===== config.mk =====
export PLATFORM = sky130hd
export DESIGN_NAME = float_div
export DESIGN_NICKNAME = d
export VERILOG_FILES = /design/src/rtl/float_div.sv
export SDC_FILE = /design/constraint.sdc
export NUM_CORES = 1
export LEC_CHECK = 0
export BUFFER_PORTS_ARGS = -buffer_cell sky130_fd_sc_hd__buf_2
export CAP_MARGIN = 20
export CORE_MARGIN = 2
export CORE_UTILIZATION = 50
export CTS_CLUSTER_SIZE = 8
export DETAILED_ROUTE_END_ITERATION = 12
export GPL_ROUTABILITY_DRIVEN = 0
export PLACE_DENSITY_LB_ADDON = 0.05
export SYNTH_ARGS = -nofsm -noshare
export SYNTH_HDL_FRONTEND = slang
export SYNTH_SLANG_ARGS = --single-unit

===== constraint.sdc =====
create_clock -name clk -period 11.76 [get_ports clk]
set_input_delay 0 -clock clk [delete_from_list [all_inputs] [get_ports clk]]
set_output_delay 0 -clock clk [all_outputs]
set_load 0.05 [all_outputs]

===== src/rtl/float_div.sv =====
// Multi-cycle IEEE-754 single-precision divider (out = ain / bin) with valid/ready
// handshakes, 26-step restoring mantissa division, RNE rounding and flush-to-zero.
module float_div (
    input  logic        clk,
    input  logic        rst,
    input  logic        in_valid,
    output logic        in_ready,
    input  logic [31:0] ain,
    input  logic [31:0] bin,
    output logic        out_valid,
    input  logic        out_ready,
    output logic [31:0] out,
    output logic        dz
);

    localparam int unsigned ITERS = 26;

    typedef enum logic [2:0] {
        S_IDLE,
        S_UNPACK,
        S_ITER,
        S_ROUND,
        S_DONE
    } state_t;

    state_t state_q, state_d;

    logic [31:0]       a_q, b_q;
    logic              sign_q;
    logic signed [9:0] exp_q;
    logic [23:0]       mb_q;
    logic [24:0]       rem_q;
    logic [25:0]       quo_q;
    logic [4:0]        cnt_q;
    logic              spec_q, spec_dz_q;
    logic [31:0]       spec_val_q;
    logic [31:0]       out_q;
    logic              dz_q;

    // Operand classification
    logic a_zero, a_inf, a_nan, b_zero, b_inf, b_nan, sign_up;
    logic              spec_hit, spec_dz;
    logic [31:0]       spec_val;
    logic signed [9:0] exp_up;

    assign a_zero  = (a_q[30:23] == 8'h00);
    assign b_zero  = (b_q[30:23] == 8'h00);
    assign a_inf   = (a_q[30:23] == 8'hFF) && (a_q[22:0] == 23'd0);
    assign b_inf   = (b_q[30:23] == 8'hFF) && (b_q[22:0] == 23'd0);
    assign a_nan   = (a_q[30:23] == 8'hFF) && (a_q[22:0] != 23'd0);
    assign b_nan   = (b_q[30:23] == 8'hFF) && (b_q[22:0] != 23'd0);
    assign sign_up = a_q[31] ^ b_q[31];
    assign exp_up  = $signed({2'b00, a_q[30:23]}) - $signed({2'b00, b_q[30:23]}) + 10'sd127;

    always_comb begin
        spec_hit = 1'b1;
        spec_dz  = 1'b0;
        spec_val = '0;
        if (a_nan || b_nan || (a_zero && b_zero) || (a_inf && b_inf)) begin
            spec_val = 32'h7FC0_0000;
        end else if (a_inf) begin
            spec_val = {sign_up, 8'hFF, 23'd0};
        end else if (b_inf) begin
            spec_val = {sign_up, 31'd0};
        end else if (b_zero) begin
            spec_val = {sign_up, 8'hFF, 23'd0};
            spec_dz  = 1'b1;
        end else if (a_zero) begin
            spec_val = {sign_up, 31'd0};
        end else begin
            spec_hit = 1'b0;
        end
    end

    // Restoring division step
    logic        ge;
    logic [24:0] diff;

    assign ge   = (rem_q >= {1'b0, mb_q});
    assign diff = ge ? (rem_q - {1'b0, mb_q}) : rem_q;

    // Normalise and round; the rounding increment ripples from the fraction into the exponent
    logic [22:0]       frac_n;
    logic signed [9:0] exp_n, exp_r;
    logic              guard, sticky_n, inc;
    logic [32:0]       rsum;
    logic [31:0]       packed_res;

    always_comb begin
        if (quo_q[25]) begin
            frac_n   = quo_q[24:2];
            guard    = quo_q[1];
            sticky_n = (|rem_q) | quo_q[0];
            exp_n    = exp_q;
        end else begin
            frac_n   = quo_q[23:1];
            guard    = quo_q[0];
            sticky_n = |rem_q;
            exp_n    = exp_q - 10'sd1;
        end
        inc   = guard & (sticky_n | frac_n[0]);
        rsum  = {exp_n, frac_n} + {32'd0, inc};
        exp_r = $signed(rsum[32:23]);
        if (exp_r >= 10'sd255) begin
            packed_res = {sign_q, 8'hFF, 23'd0};
        end else if (exp_r <= 10'sd0) begin
            packed_res = {sign_q, 31'd0};
        end else begin
            packed_res = {sign_q, exp_r[7:0], rsum[22:0]};
        end
    end

    always_comb begin
        state_d = state_q;
        case (state_q)
            S_IDLE:   if (in_valid) state_d = S_UNPACK;
            S_UNPACK: state_d = S_ITER;
            S_ITER:   if (cnt_q == 5'(ITERS - 1)) state_d = S_ROUND;
            S_ROUND:  state_d = S_DONE;
            S_DONE:   if (out_ready) state_d = S_IDLE;
            default:  state_d = S_IDLE;
        endcase
    end

    always_ff @(posedge clk) begin
        if (rst) state_q <= S_IDLE;
        else     state_q <= state_d;
    end

    always_ff @(posedge clk) begin
        if (rst) begin
            a_q        <= '0;
            b_q        <= '0;
            sign_q     <= 1'b0;
            exp_q      <= '0;
            mb_q       <= '0;
            rem_q      <= '0;
            quo_q      <= '0;
            cnt_q      <= '0;
            spec_q     <= 1'b0;
            spec_dz_q  <= 1'b0;
            spec_val_q <= '0;
            out_q      <= '0;
            dz_q       <= 1'b0;
        end else begin
            case (state_q)
                S_IDLE: begin
                    if (in_valid) begin
                        a_q <= ain;
                        b_q <= bin;
                    end
                end
                S_UNPACK: begin
                    sign_q     <= sign_up;
                    exp_q      <= exp_up;
                    rem_q      <= {2'b01, a_q[22:0]};
                    mb_q       <= {1'b1, b_q[22:0]};
                    quo_q      <= '0;
                    cnt_q      <= '0;
                    spec_q     <= spec_hit;
                    spec_dz_q  <= spec_dz;
                    spec_val_q <= spec_val;
                end
                S_ITER: begin
                    rem_q <= diff << 1;
                    quo_q <= {quo_q[24:0], ge};
                    cnt_q <= cnt_q + 5'd1;
                end
                S_ROUND: begin
                    out_q <= spec_q ? spec_val_q : packed_res;
                    dz_q  <= spec_q & spec_dz_q;
                end
                default: ;
            endcase
        end
    end

    assign in_ready  = (state_q == S_IDLE) && !rst;
    assign out_valid = (state_q == S_DONE);
    assign out       = out_q;
    assign dz        = dz_q;

endmodule

==> impl_metrics.csv, run 1 <==
group,metric,value,unit
detailed_routing,count_of_vias_placed_by_the_detailed_router,10100,
floorplanning,die_w,152,um
detailed_routing,drt_pass1_iterations,5,
logic_synthesis,netlist-cell-type-count,80,
logic_synthesis,synth_simple_gate_area_share,22.9,%
cts,cts-buffers-inserted,17,
logic_synthesis,synth_fa_ha_area_share,4.62,%
cts,post_cts_hold_buffer_count,65,
logic_synthesis,synth_compound_area_share,22.7,%
cells_and_area,commonest_cells_after_routing_fill_and_taps_aside,"sky130_fd_sc_hd__nand2_1, sky130_fd_sc_hd__dfxtp_1, sky130_fd_sc_hd__a21oi_1",
detailed_routing,wl_per_cell,16.2,um
cells_and_area,diodes,0,
setup_path,timing.rr.end,"out[7]",
cells_and_area,finish.net_count,1594,
setup_path,worstReg2RegStart,"quo_q[25]",
cts,clock_sinks,196,
logic_synthesis,synth.mux.area_fraction,3.54,%
global_route,grt.total_usage,25.4,%
cts,cts.reportedPaths.clkPinSlew,80,ps
floorplanning,core,21200,um^2
sta,clock.fmax,233,MHz
global_route,overflow,0,
sta,worst_slew_margin_rel,28.9,%
logic_synthesis,ys_async_sr_fraction,0,%
setup_path,setup.worst_path.start,"quo_q[25]",
detailed_routing,post_drt_via_cell_ratio,5.70,
cells_and_area,post_layout_nonfiller_instances,1775,
global_route,grt_start_max_net_pins,100,
sta,final_min_period_over_clock_period,36.6,%
sta,hold_slack,116,ps
global_route,antenna_found_initial,0,
cells_and_area,layout_commonest_cell,"sky130_fd_sc_hd__nand2_1",
logic_synthesis,synth_xor_area_share,4.73,%
floorplanning,initial_util,51.3,%
logic_synthesis,avgSynthCellArea,7.87,um^2
logic_synthesis,synth_ff_type,"sky130_fd_sc_hd__dfxtp_1",
setup_path,crit_path_end_kind,"flip-flop",
min_path,min_path_type,"input pin to flip-flop",
outcome,status,"completed",
sta,rsz0062_at_grt,"false",
setup_path,reg2reg_slack,7460,ps
floorplanning,floorplan.io_pins,103,
global_route,grt_pass1_vias,9275,
detailed_routing,drt_drc_violations_left,0,
sta,worst_clock_skew,19.3,ps
cts,post_cts_buffers,0,
cts,ctsLongestPathBuffers,2,
place,buffer_ports.inserted,102,
sta,setup_total_negative_slack,0,ps
sta,slew_viol_final,0,
logic_synthesis,ys_seq_area_share,36.1,%
power,irDropWorstVdd,0.113,mV
setup_path,timing.setup.critical_path_class,"flip-flop to flip-flop",
detailed_routing,routed_wl,28800,um
power,total_power,0.00203,W
setup_path,wp_data_arrival,4640,ps
setup_path,worstSetupStartpointType,"flip-flop",
detailed_routing,antenna_left,0,
logic_synthesis,dominant_combinational_cell_family_by_area_after_synthesis,"simple AND/OR/NAND/NOR gates",
logic_synthesis,synthesis.yosys.warnings,0,
place,dpl.hpwl,19800,um
sta,layout_min_cycle_time,4300,ps
run,max_cap_viol_count,0,
cts,clockRootBuffer,"sky130_fd_sc_hd__clkbuf_16",
cts,clock_tree.htree_level_count,4,
cells_and_area,area.growth.synth_to_final,16.9,%
sta,worst-slew-pin-transition,1070,ps
floorplanning,die_height,152,um
power,power_density,160,nW/um^2
setup_path,rr_worst_depth,11,
global_route,grt_pass1_wl,46400,um
setup_path,worstSetupEndpoint,"out[7]",
detailed_routing,starting_drt_drc_count,505,
setup_path,crit_path_max_fanout,51,
cts,clock_latency_at_the_later_pin_of_the_worst_skew_pair,450,ps
sta,timing.final.hold_violations,0,
cells_and_area,layout-drive-gt1-share,12.7,%
logic_synthesis,synth_seq_cells,196,
logic_synthesis,synth_top_cell_area_share,36.1,%
logic_synthesis,synth.top_cells.by_area,"sky130_fd_sc_hd__dfxtp_1, sky130_fd_sc_hd__nand2_1, sky130_fd_sc_hd__a21oi_1",
setup_path,worstPathRequired,12100,ps
logic_synthesis,netlist_area,10900,um^2
logic_synthesis,post_syn_nets,1489,
logic_synthesis,postSynthCellCount,1382,
floorplanning,die_area,23000,um^2
sta,finalSetupViolations,0,
logic_synthesis,post-synth-top-area-cell,"sky130_fd_sc_hd__dfxtp_1",
place,placed_cell_count,1677,
cts,cts_resized,0,
logic_synthesis,synth_edf_count,0,
power,leakagePower,4.75,nW
cts,tritoncts,"built",
floorplanning,floorplan.rows,53,
==> registers in the layout, indices dropped and copies added (netlist names) <==
name,cells
dz,1
mb_q,24
spec_dz_q,1
out,32
b_q,32
spec_q,1
exp_q,10
a_q,32
rem_q,25
cnt_q,5
quo_q,26
spec_val_q,3
state_q,3
sign_q,1
==> report_power, final <==
group / internal, W / total, W / switching [W]
Combinational: 0.000282 / 0.000690 / 0.000408
Sequential: 0.000704 / 0.000754 / 0.0000506
Clock: 0.000292 / 0.000586 / 0.000294
==> worst max-delay path, cell delays in order, from the launching register on <==
cell and delay (ps):
sky130_fd_sc_hd__dfxtp_2 400, sky130_fd_sc_hd__buf_4 490, sky130_fd_sc_hd__mux2i_1 220, sky130_fd_sc_hd__or4b_1 760, sky130_fd_sc_hd__nor4_4 440, sky130_fd_sc_hd__nand3_1 190
sky130_fd_sc_hd__xnor2_1 170, sky130_fd_sc_hd__or4b_1 560, sky130_fd_sc_hd__nor4_2 380, sky130_fd_sc_hd__a2111oi_4 100, sky130_fd_sc_hd__buf_6 190, sky130_fd_sc_hd__a32o_1 250
==> cells by family (layout without fill, tap and decap cells) <==
family | after synthesis | in the layout
AOI/OAI and AO/OA | 375 | 375
xor gates and xnor gates | 57 | 57
adders and majority gates | 39 | 39
buffers and inverters | 150 | 268
DFF | 196 | 196
muxes | 38 | 38
and+or+nand+nor | 527 | 527
==> cell type report <==
cell class / instances / area, um^2
clock buffers: 18 / 439
clock inverters: 14 / 163
fillers: 2003 / 8490
inverters: 58 / 218
multi-input cells: 1036 / 6380
flip-flops and latches: 196 / 3930
well taps: 275 / 344
repair buffers: 178 / 1260
==> how the worst min path moves through the flow <==
stage          startpoint         end  cells past startpoint  slack [ps]
6_report         in_valid  state_q[0]                      5         120
4_1_cts          in_valid  state_q[0]                      5          90
3_5_place_dp       bin[6]      b_q[6]                      3         250
3_3_place_gp       ain[7]      a_q[7]                      3         240
2_1_floorplan     ain[10]     a_q[10]                      2         140
5_1_grt               rst   quo_q[14]                      2         160
==> synth_stat cells, types with 5 or more instances <==
library cell                number
sky130_fd_sc_hd__nand2_1       253
sky130_fd_sc_hd__dfxtp_1       196
sky130_fd_sc_hd__a21oi_1       152
sky130_fd_sc_hd__nor2_1         96
sky130_fd_sc_hd__clkbuf_1       81
sky130_fd_sc_hd__inv_1          56
sky130_fd_sc_hd__xnor2_1        39
sky130_fd_sc_hd__ha_1           37
sky130_fd_sc_hd__o21ai_0        36
sky130_fd_sc_hd__mux2i_1        34
sky130_fd_sc_hd__a211oi_1       30
sky130_fd_sc_hd__a22oi_1        28
sky130_fd_sc_hd__nor4_1         27
sky130_fd_sc_hd__nand3_1        25
sky130_fd_sc_hd__a32o_1         21
sky130_fd_sc_hd__nor3_1         21
sky130_fd_sc_hd__nand2b_1       17
sky130_fd_sc_hd__nand4_1        16
sky130_fd_sc_hd__o22ai_1        16
sky130_fd_sc_hd__xor2_1         16
sky130_fd_sc_hd__a31oi_1        14
sky130_fd_sc_hd__or3_1          11
sky130_fd_sc_hd__o21a_1         10
sky130_fd_sc_hd__and3_1          8
sky130_fd_sc_hd__nor2b_1         8
sky130_fd_sc_hd__or2_2           7
sky130_fd_sc_hd__a21o_1          6
sky130_fd_sc_hd__a31o_2          6
sky130_fd_sc_hd__and2_1          6
sky130_fd_sc_hd__a2111oi_0       5
sky130_fd_sc_hd__a221oi_1        5
sky130_fd_sc_hd__a311oi_1        5
sky130_fd_sc_hd__buf_1           5
sky130_fd_sc_hd__nor3b_1         5
sky130_fd_sc_hd__o31ai_1         5
==> metrics by stage <==
step / cell area (um^2) / utilization, % / setup slack, ps
2_1_floorplan: 10900 / - / 6900
6_report: 12700 / 60.0 / 7460
3_3_place_gp: 11400 / 53.9 / 7420
5_1_grt: 12700 / 60.0 / 7170
3_5_place_dp: 11500 / 54.0 / 7480
4_1_cts: 12700 / 59.9 / 7460
==> per-layer routing <==
layer	track usage (%)	vias to the layer above	wire (um)
met2	43.9	188	14000
met4	8.75	0	646
met5	0	-	0
met1	33.0	4741	13300
li1	-	5156	-
met3	2.78	41	830
Note: power is estimated with default switching activity, not from simulation.
==> run 2: changes to the inputs <==
--- a/config.mk
+++ b/config.mk
@@ -5,6 +5,7 @@
 export SDC_FILE = /design/constraint.sdc
 export NUM_CORES = 1
 export LEC_CHECK = 0
+export ABC_AREA = 1
 export BUFFER_PORTS_ARGS = -buffer_cell sky130_fd_sc_hd__buf_2
 export CAP_MARGIN = 20
 export CORE_MARGIN = 2
==> constraint.sdc (replaced) <==
create_clock -name clk -period 4.5 [get_ports clk]
set_input_delay 0 -clock clk [delete_from_list [all_inputs] [get_ports clk]]
set_output_delay 0 -clock clk [all_outputs]
set_load 0.05 [all_outputs]
==> run 2 against run 1 <==
Global-route usage fell by 0.50 points. Die area rose by 4.7%. Critical endpoint is now out[1]. Total power increased to 3.5 times the previous value. Maximum frequency up 23%. Critical path depth rose by 5. Combinational power increased to 4.8 times the previous value.
==> impl_metrics.csv, run 2 <==
group,metric,value,unit
outcome,status,"completed",
floorplanning,floorplan.io_pins,103,
cells_and_area,diodes,0,
global_route,grt_pass1_vias,10400,
power,irDropWorstVdd,0.346,mV
sta,finalSetupViolations,0,
floorplanning,initial_util,50.7,%
cells_and_area,finalInstanceArea,13300,um^2
sta,worst-slew-pin-transition,983,ps
cts,clock_latency_at_the_later_pin_of_the_worst_skew_pair,450,ps
power,seqPwrFrac,30.9,%
power,comb_power_share,47.0,%
min_path,min_path_type,"input pin to flip-flop",
sta,slew_viol_final,0,
detailed_routing,starting_drt_drc_count,634,
sta,rsz0062_at_grt,"false",
logic_synthesis,post-synth-top-area-cell,"sky130_fd_sc_hd__dfxtp_1",
setup_path,critical_path.top_delay_family,"simple AND/OR/NAND/NOR gates",
sta,clock.fmax,287,MHz
setup_path,timing.setup.critical_path_class,"flip-flop to flip-flop",
detailed_routing,post_drt_via_cell_ratio,5.19,
cts,cts.reportedPaths.clkPinSlew,80,ps
cells_and_area,commonest_cells_after_routing_fill_and_taps_aside,"sky130_fd_sc_hd__nand2_1, sky130_fd_sc_hd__inv_1, sky130_fd_sc_hd__a21oi_1",
sta,final_min_period_over_clock_period,77.4,%
floorplanning,die_w,155,um
detailed_routing,count_of_vias_placed_by_the_detailed_router,11100,
setup_path,delay_of_the_slowest_critical_path_stage,890,ps
cts,tritoncts,"built",
detailed_routing,antenna_left,0,
logic_synthesis,synth_edf_count,0,
sta,layout_min_cycle_time,3480,ps
run,max_cap_viol_count,0,
cells_and_area,area.growth.synth_to_final,16.4,%
logic_synthesis,post_syn_nets,1817,
floorplanning,core,22500,um^2
setup_path,worstSetupStartpointType,"flip-flop",
power,switching_share,45.1,%
cells_and_area,regArea,3920,um^2
min_path,whs_path_depth,3,
setup_path,cp_slowest_cell,"sky130_fd_sc_hd__dfxtp_1",
setup_path,crit_chain,"buf_4, nand2_1, nand2_1, ha_1, nand2_2, nor2_4, nand3_1, nor2_2, nand4_1, nand2_1, inv_1, nand3_1, nor2_4, nor2_4, nand3_1, a21oi_1",
power,leakagePower,5.76,nW
place,placed_cell_areas,12000,um^2
setup_path,worstPathRequired,4870,ps
sta,worst_slew_margin_rel,34.4,%
power,power_density,531,nW/um^2
detailed_routing,drt_pass1_iterations,4,
cts,cts-buffers-inserted,17,
cts,cts_resized,0,
min_path,hold-path-endpoint,"cnt_q[1]",
cells_and_area,multi_input_comb_area,6240,um^2
logic_synthesis,ys_seq_area_share,34.4,%
sta,worst_clock_skew,13.4,ps
floorplanning,die_area,24000,um^2
setup_path,cp_buf_inv_count,2,
floorplanning,die_height,155,um
power,netSwitchingPower,0.00318,W
setup_path,worstReg2RegStart,"quo_q[25]",
global_route,antenna_found_initial,0,
sta,setup_total_negative_slack,0,ps
global_route,grt_pass1_wl,49300,um
logic_synthesis,avgSynthCellArea,6.67,um^2
logic_synthesis,synth_top_cells_by_count,"sky130_fd_sc_hd__nand2_1, sky130_fd_sc_hd__inv_1, sky130_fd_sc_hd__a21oi_1",
logic_synthesis,synth_top_cell_area_share,34.4,%
setup_path,crit_path_max_fanout,27,
place,dpl.hpwl,21500,um
logic_synthesis,synth_seq_cells,196,
place,buffer_ports.inserted,102,
logic_synthesis,yosysMostFrequentCell,"sky130_fd_sc_hd__nand2_1",
global_route,overflow,0,
cells_and_area,layout-drive-gt1-share,11.1,%
logic_synthesis,netlist-cell-type-count,46,
min_path,hold_start,"rst",
setup_path,rr_worst_depth,16,
cts,clock_tree.htree_level_count,4,
cts,ctsLongestPathBuffers,2,
sta,timing.final.hold_violations,0,
cts,clock_sinks,196,
floorplanning,floorplan.rows,55,
logic_synthesis,postSynthCellCount,1710,
setup_path,crit_path_end_kind,"flip-flop",
logic_synthesis,netlist_area,11400,um^2
detailed_routing,wl_per_cell,14.0,um
global_route,grt.total_usage,24.9,%
cts,clockRootBuffer,"sky130_fd_sc_hd__clkbuf_16",
cells_and_area,finish.net_count,1940,
power,power.clock.fraction,22.1,%
cells_and_area,fillCellCount,2215,
setup_path,timing.rr.end,"out[1]",
cells_and_area,layout_commonest_cell,"sky130_fd_sc_hd__nand2_1",
power,cellInternalPower,0.00386,W
detailed_routing,drt_drc_violations_left,0,
logic_synthesis,synth_ff_type,"sky130_fd_sc_hd__dfxtp_1",
logic_synthesis,synth.top_cells.by_area,"sky130_fd_sc_hd__dfxtp_1, sky130_fd_sc_hd__nand2_1, sky130_fd_sc_hd__a21oi_1",
cts,post_cts_buffers,0,
detailed_routing,routed_wl,29900,um
logic_synthesis,synthesis.yosys.warnings,0,
global_route,grt_start_max_net_pins,89,
logic_synthesis,ys_async_sr_fraction,0,%
setup_path,wp_data_arrival,3860,ps
setup_path,reg2reg_slack,1020,ps
[run 2: cell count changes after synthesis, moves of 17 or more]
| cell | delta |
|---|---|
| sky130_fd_sc_hd__a32o_1 | -21 |
| sky130_fd_sc_hd__nand3_1 | +50 |
| sky130_fd_sc_hd__clkbuf_1 | -23 |
| sky130_fd_sc_hd__inv_1 | +176 |
| sky130_fd_sc_hd__a211oi_1 | -27 |
| sky130_fd_sc_hd__nand2_1 | +159 |
| sky130_fd_sc_hd__a21oi_1 | +45 |
| sky130_fd_sc_hd__o21ai_0 | +122 |
| sky130_fd_sc_hd__mux2i_1 | -34 |
| sky130_fd_sc_hd__nand2b_1 | -17 |
| sky130_fd_sc_hd__a22oi_1 | -26 |
| sky130_fd_sc_hd__xnor2_1 | -24 |
[run 2: power by group through the flow]
| stage | registers (W) | clock network, W | logic [W] |
|---|---|---|---|
| after floorplan | 0.00217 | 0 | 0.00257 |
| after global placement | 0.00221 | 0 | 0.00321 |
| after detailed placement | 0.00221 | 0 | 0.00323 |
| after CTS | 0.00217 | 0.00158 | 0.00330 |
| after global routing | 0.00220 | 0.00166 | 0.00376 |
| final | 0.00218 | 0.00156 | 0.00331 |
[run 2: repair_timing]
action | 4_1_cts | 5_1_grt
hold endpoints to repair | 66 | 0
hold buffers | 66 | 0
setup endpoints to repair | 0 | 0
[run 2: worst max-delay path by stage]
| stage | start | end | slack [ps] | cells past startpoint |
|---|---|---|---|---|
| global placement | quo_q[25] | out[0] | 1180 | 16 |
| finish | quo_q[25] | out[1] | 1020 | 16 |
| global route | quo_q[25] | out[1] | 580 | 16 |
| floorplan | quo_q[25] | out[18] | 1950 | 24 |
| CTS | quo_q[25] | out[15] | 1030 | 16 |
| detailed placement | quo_q[25] | out[6] | 1050 | 18 |
[run 2: cell families (layout without fill, tap and decap cells)]
kind of cell,count (synthesis),count (layout),synth area share [%]
AND/OR/NAND/NOR,695,695,26.5
AO/OA/AOI/OAI,421,421,20.1
buffers and inverters,313,449,11.1
flip-flops,196,196,34.4
XOR/XNOR,46,46,3.53
adder cells (fa/ha/maj),39,39,4.41
[run 2: stage by stage]
| step | hold WS, ps | total power (W) | setup slack (ps) | cells | util (%) |
|---|---|---|---|---|---|
| floorplan | 188 | 0.00474 | 1950 | 1710 | - |
| global placement | 275 | 0.00542 | 1180 | 2033 | 53.4 |
| detailed placement | 283 | 0.00544 | 1050 | 2033 | 53.4 |
| CTS | 242 | 0.00705 | 1030 | 2131 | 59.0 |
| global route | 276 | 0.00762 | 583 | 2131 | 59.0 |
| finish | 260 | 0.00704 | 1020 | 2131 | 59.0 |
[run 2: worst register-to-register path: stages, from the launching register on]
cell and delay [ps]:
sky130_fd_sc_hd__dfxtp_1 890, sky130_fd_sc_hd__buf_4 420, sky130_fd_sc_hd__nand2_1 80, sky130_fd_sc_hd__nand2_1 100, sky130_fd_sc_hd__ha_1 200, sky130_fd_sc_hd__nand2_2 90, sky130_fd_sc_hd__nor2_4 140, sky130_fd_sc_hd__nand3_1 200
sky130_fd_sc_hd__nor2_2 190, sky130_fd_sc_hd__nand4_1 100, sky130_fd_sc_hd__nand2_1 120, sky130_fd_sc_hd__inv_1 70, sky130_fd_sc_hd__nand3_1 130, sky130_fd_sc_hd__nor2_4 60, sky130_fd_sc_hd__nor2_4 350, sky130_fd_sc_hd__nand3_1 130
sky130_fd_sc_hd__a21oi_1 140
[run 2: layout make-up]
class / count / area share [%]
clock buffer: 17 / 3.20
inverter: 237 / 6.74
clock inverter: 15 / 1.34
sequential: 196 / 29.6
tap: 285 / 2.69
timing repair buffer: 180 / 9.50
multi-input combinational: 1201 / 47.0
[run 2: routing by layer]
| metal | vias up | track usage [%] | wire length [um] |
|---|---|---|---|
| li1 | 5824 | - | - |
| met1 | 5029 | 30.5 | 13600 |
| met2 | 162 | 45.1 | 14800 |
| met3 | 45 | 3.31 | 812 |
| met4 | 0 | 8.16 | 695 |
| met5 | - | 0 | 0 |
==> run 3: changes to the inputs <==
==> constraint.sdc (replaced) <==
create_clock -name clk -period 2.97 [get_ports clk]
set_input_delay 0 -clock clk [delete_from_list [all_inputs] [get_ports clk]]
set_output_delay 0 -clock clk [all_outputs]
set_load 0.05 [all_outputs]
==> run 3 against run 2 <==
Maximum frequency grew 28%. Clock power is 57% higher. First-iteration DRC count up 6.9%. Critical path depth grew 6. Clock skew grew 5.6 ps. Worst setup slack worse by 770 ps. Largest cell class unchanged. Combinational power rose by 55%.
==> impl_metrics.csv, run 3 (synthesized netlist as in run 2, its figures left out) <==
group,metric,value,unit
min_path,hold_start,"rst",
sta,slew_viol_final,0,
cts,tritoncts,"built",
sta,layout_min_cycle_time,2720,ps
cells_and_area,finish.net_count,1948,
global_route,grt.total_usage,25.4,%
power,netSwitchingPower,0.00489,W
sta,setup_total_negative_slack,0,ps
cts,clock_tree.htree_level_count,4,
setup_path,worstReg2RegStart,"quo_q[25]",
floorplanning,core,22500,um^2
cells_and_area,layout-drive-gt1-share,11.8,%
floorplanning,die_w,155,um
cts,cts-buffers-inserted,17,
sta,worst-slew-pin-transition,955,ps
setup_path,cp_slowest_cell,"sky130_fd_sc_hd__dfxtp_2",
run,max_cap_viol_count,0,
setup_path,worstSetupStartpointType,"flip-flop",
cells_and_area,diodes,0,
sta,final_min_period_over_clock_period,91.7,%
floorplanning,floorplan.io_pins,103,
cells_and_area,fillCellCount,2257,
sta,worst_slew_margin_rel,36.3,%
sta,finalSetupViolations,0,
sta,rsz0062_at_grt,"false",
power,leakagePower,5.83,nW
sta,timing.final.hold_violations,0,
place,post-place-ws,76.2,ps
global_route,grt_start_max_net_pins,83,
global_route,antenna_found_initial,0,
sta,worst_clock_skew,19.0,ps
sta,clock.fmax,367,MHz
detailed_routing,wl_per_cell,14.1,um
cells_and_area,area.growth.synth_to_final,17.7,%
detailed_routing,drt_pass1_iterations,4,
setup_path,worstPathRequired,3270,ps
setup_path,setup.worst_path.start,"quo_q[25]",
place,placed_cell_areas,12100,um^2
floorplanning,die_area,24000,um^2
power,seqPwrFrac,30.3,%
floorplanning,initial_util,50.7,%
power,irDropWorstVdd,0.528,mV
setup_path,cp_buf_inv_count,5,
floorplanning,floorplan.rows,55,
setup_path,wp_data_arrival,3020,ps
cts,ctsLongestPathBuffers,2,
cts,cts.reportedPaths.clkPinSlew,90,ps
detailed_routing,count_of_vias_placed_by_the_detailed_router,11100,
place,buffer_ports.inserted,102,
global_route,overflow,0,
cts,clock_latency_at_the_later_pin_of_the_worst_skew_pair,450,ps
power,cellInternalPower,0.00598,W
setup_path,crit_path_end_kind,"flip-flop",
global_route,grt_pass1_wl,50000,um
detailed_routing,post_drt_via_cell_ratio,5.21,
min_path,min_path_type,"input pin to flip-flop",
floorplanning,die_height,155,um
cts,clock_sinks,196,
power,power_density,810,nW/um^2
power,power.clock.fraction,22.5,%
setup_path,crit_chain,"clkinv_4, nand2_1, nand2_1, nand2_2, inv_1, ha_1, nand2_2, nor2_4, nand2_1, inv_2, nand2_2, nor2_4, nand2_1, nand2_1, nand3_1, nor2_2, inv_1, nor2_4, nor2_4, buf_12, nand3_1, a21oi_1",
cells_and_area,finalInstanceArea,13400,um^2
global_route,grt_pass1_vias,10500,
sta,hold_slack,155,ps
sta,worst_slack,246,ps
setup_path,critical_path.top_delay_family,"simple AND/OR/NAND/NOR gates",
detailed_routing,starting_drt_drc_count,678,
cts,clockRootBuffer,"sky130_fd_sc_hd__clkbuf_16",
setup_path,crit_path_max_fanout,16,
power,switching_share,45.0,%
setup_path,most_used_cell_along_the_critical_path,"sky130_fd_sc_hd__nand2_1",
place,dpl.hpwl,22000,um
cells_and_area,commonest_cells_after_routing_fill_and_taps_aside,"sky130_fd_sc_hd__nand2_1, sky130_fd_sc_hd__inv_1, sky130_fd_sc_hd__a21oi_1",
setup_path,timing.setup.critical_path_class,"flip-flop to flip-flop",
detailed_routing,antenna_left,0,
outcome,status,"completed",
detailed_routing,routed_wl,30200,um
detailed_routing,drt_drc_violations_left,0,
setup_path,delay_of_the_slowest_critical_path_stage,360,ps
power,comb_power_share,47.2,%
cells_and_area,layout_commonest_cell,"sky130_fd_sc_hd__nand2_1",
[run 3: changes by cell type in the layout (fill, tap and decap cells not counted), sizes merged]
cell      change
clkinv        -1
buf           +8
inv           +2
clkinvlp      -1
[run 3: repair_timing]
item                                   CTS  global route
hold buffers                            66             0
endpoints found under the hold margin   66             0
buffers inserted                         0             1
resized for setup                        0            10
setup endpoints to repair                0            33
[run 3: per-layer routing]
metal,track usage (%),share of wire [%]
met4,8.77,2.5
met2,46.0,50
met1,30.6,44
met5,0,0
met3,3.70,3.2
[run 3: worst paths after layout]
kind | cells past startpoint | slack [ps] | to
hold reg to reg | 2 | 460 | out[6]
hold / removal | 4 | 150 | a_q[25]
setup reg to reg | 22 | 250 | out[1]
setup / recovery | 22 | 250 | out[1]
[run 3: through the flow]
stage	utilization [%]	cells	total power, W
finish	59.6	2139	0.0109
global route	59.6	2139	0.0118
CTS	59.4	2138	0.0109
detailed placement	53.7	2040	0.00835
global placement	53.7	2040	0.00831
floorplan	-	1710	0.00718
[run 3: area by class of cell]
type	count	area (um^2)	area share (%)
Clock buffer	17	425	3.17
Timing Repair Buffer	188	1350	10.1
Multi-Input combinational cell	1201	6250	46.6
Sequential cell	196	3930	29.3
Clock inverter	15	206	1.54
Tap cell	285	357	2.66
Inverter	237	900	6.71
[run 3: power groups by stage]
stage	Combinational (W)	Sequential [W]	Clock (W)
after global routing	0.00583	0.00334	0.00259
after detailed placement	0.00500	0.00335	0
after global placement	0.00497	0.00334	0
after CTS	0.00511	0.00329	0.00249
after floorplan	0.00389	0.00328	0
final	0.00513	0.00329	0.00245
[run 3: worst reg2reg max path, delay by kind of cell, from the launching register on]
| kind | cells | cell delay (ps) |
|---|---|---|
| buffers and inverters | 5 | 500 |
| DFF | 1 | 360 |
| AOI/OAI and AO/OA | 1 | 60 |
| and+or+nand+nor | 15 | 1480 |
| adders and majority gates | 1 | 190 |
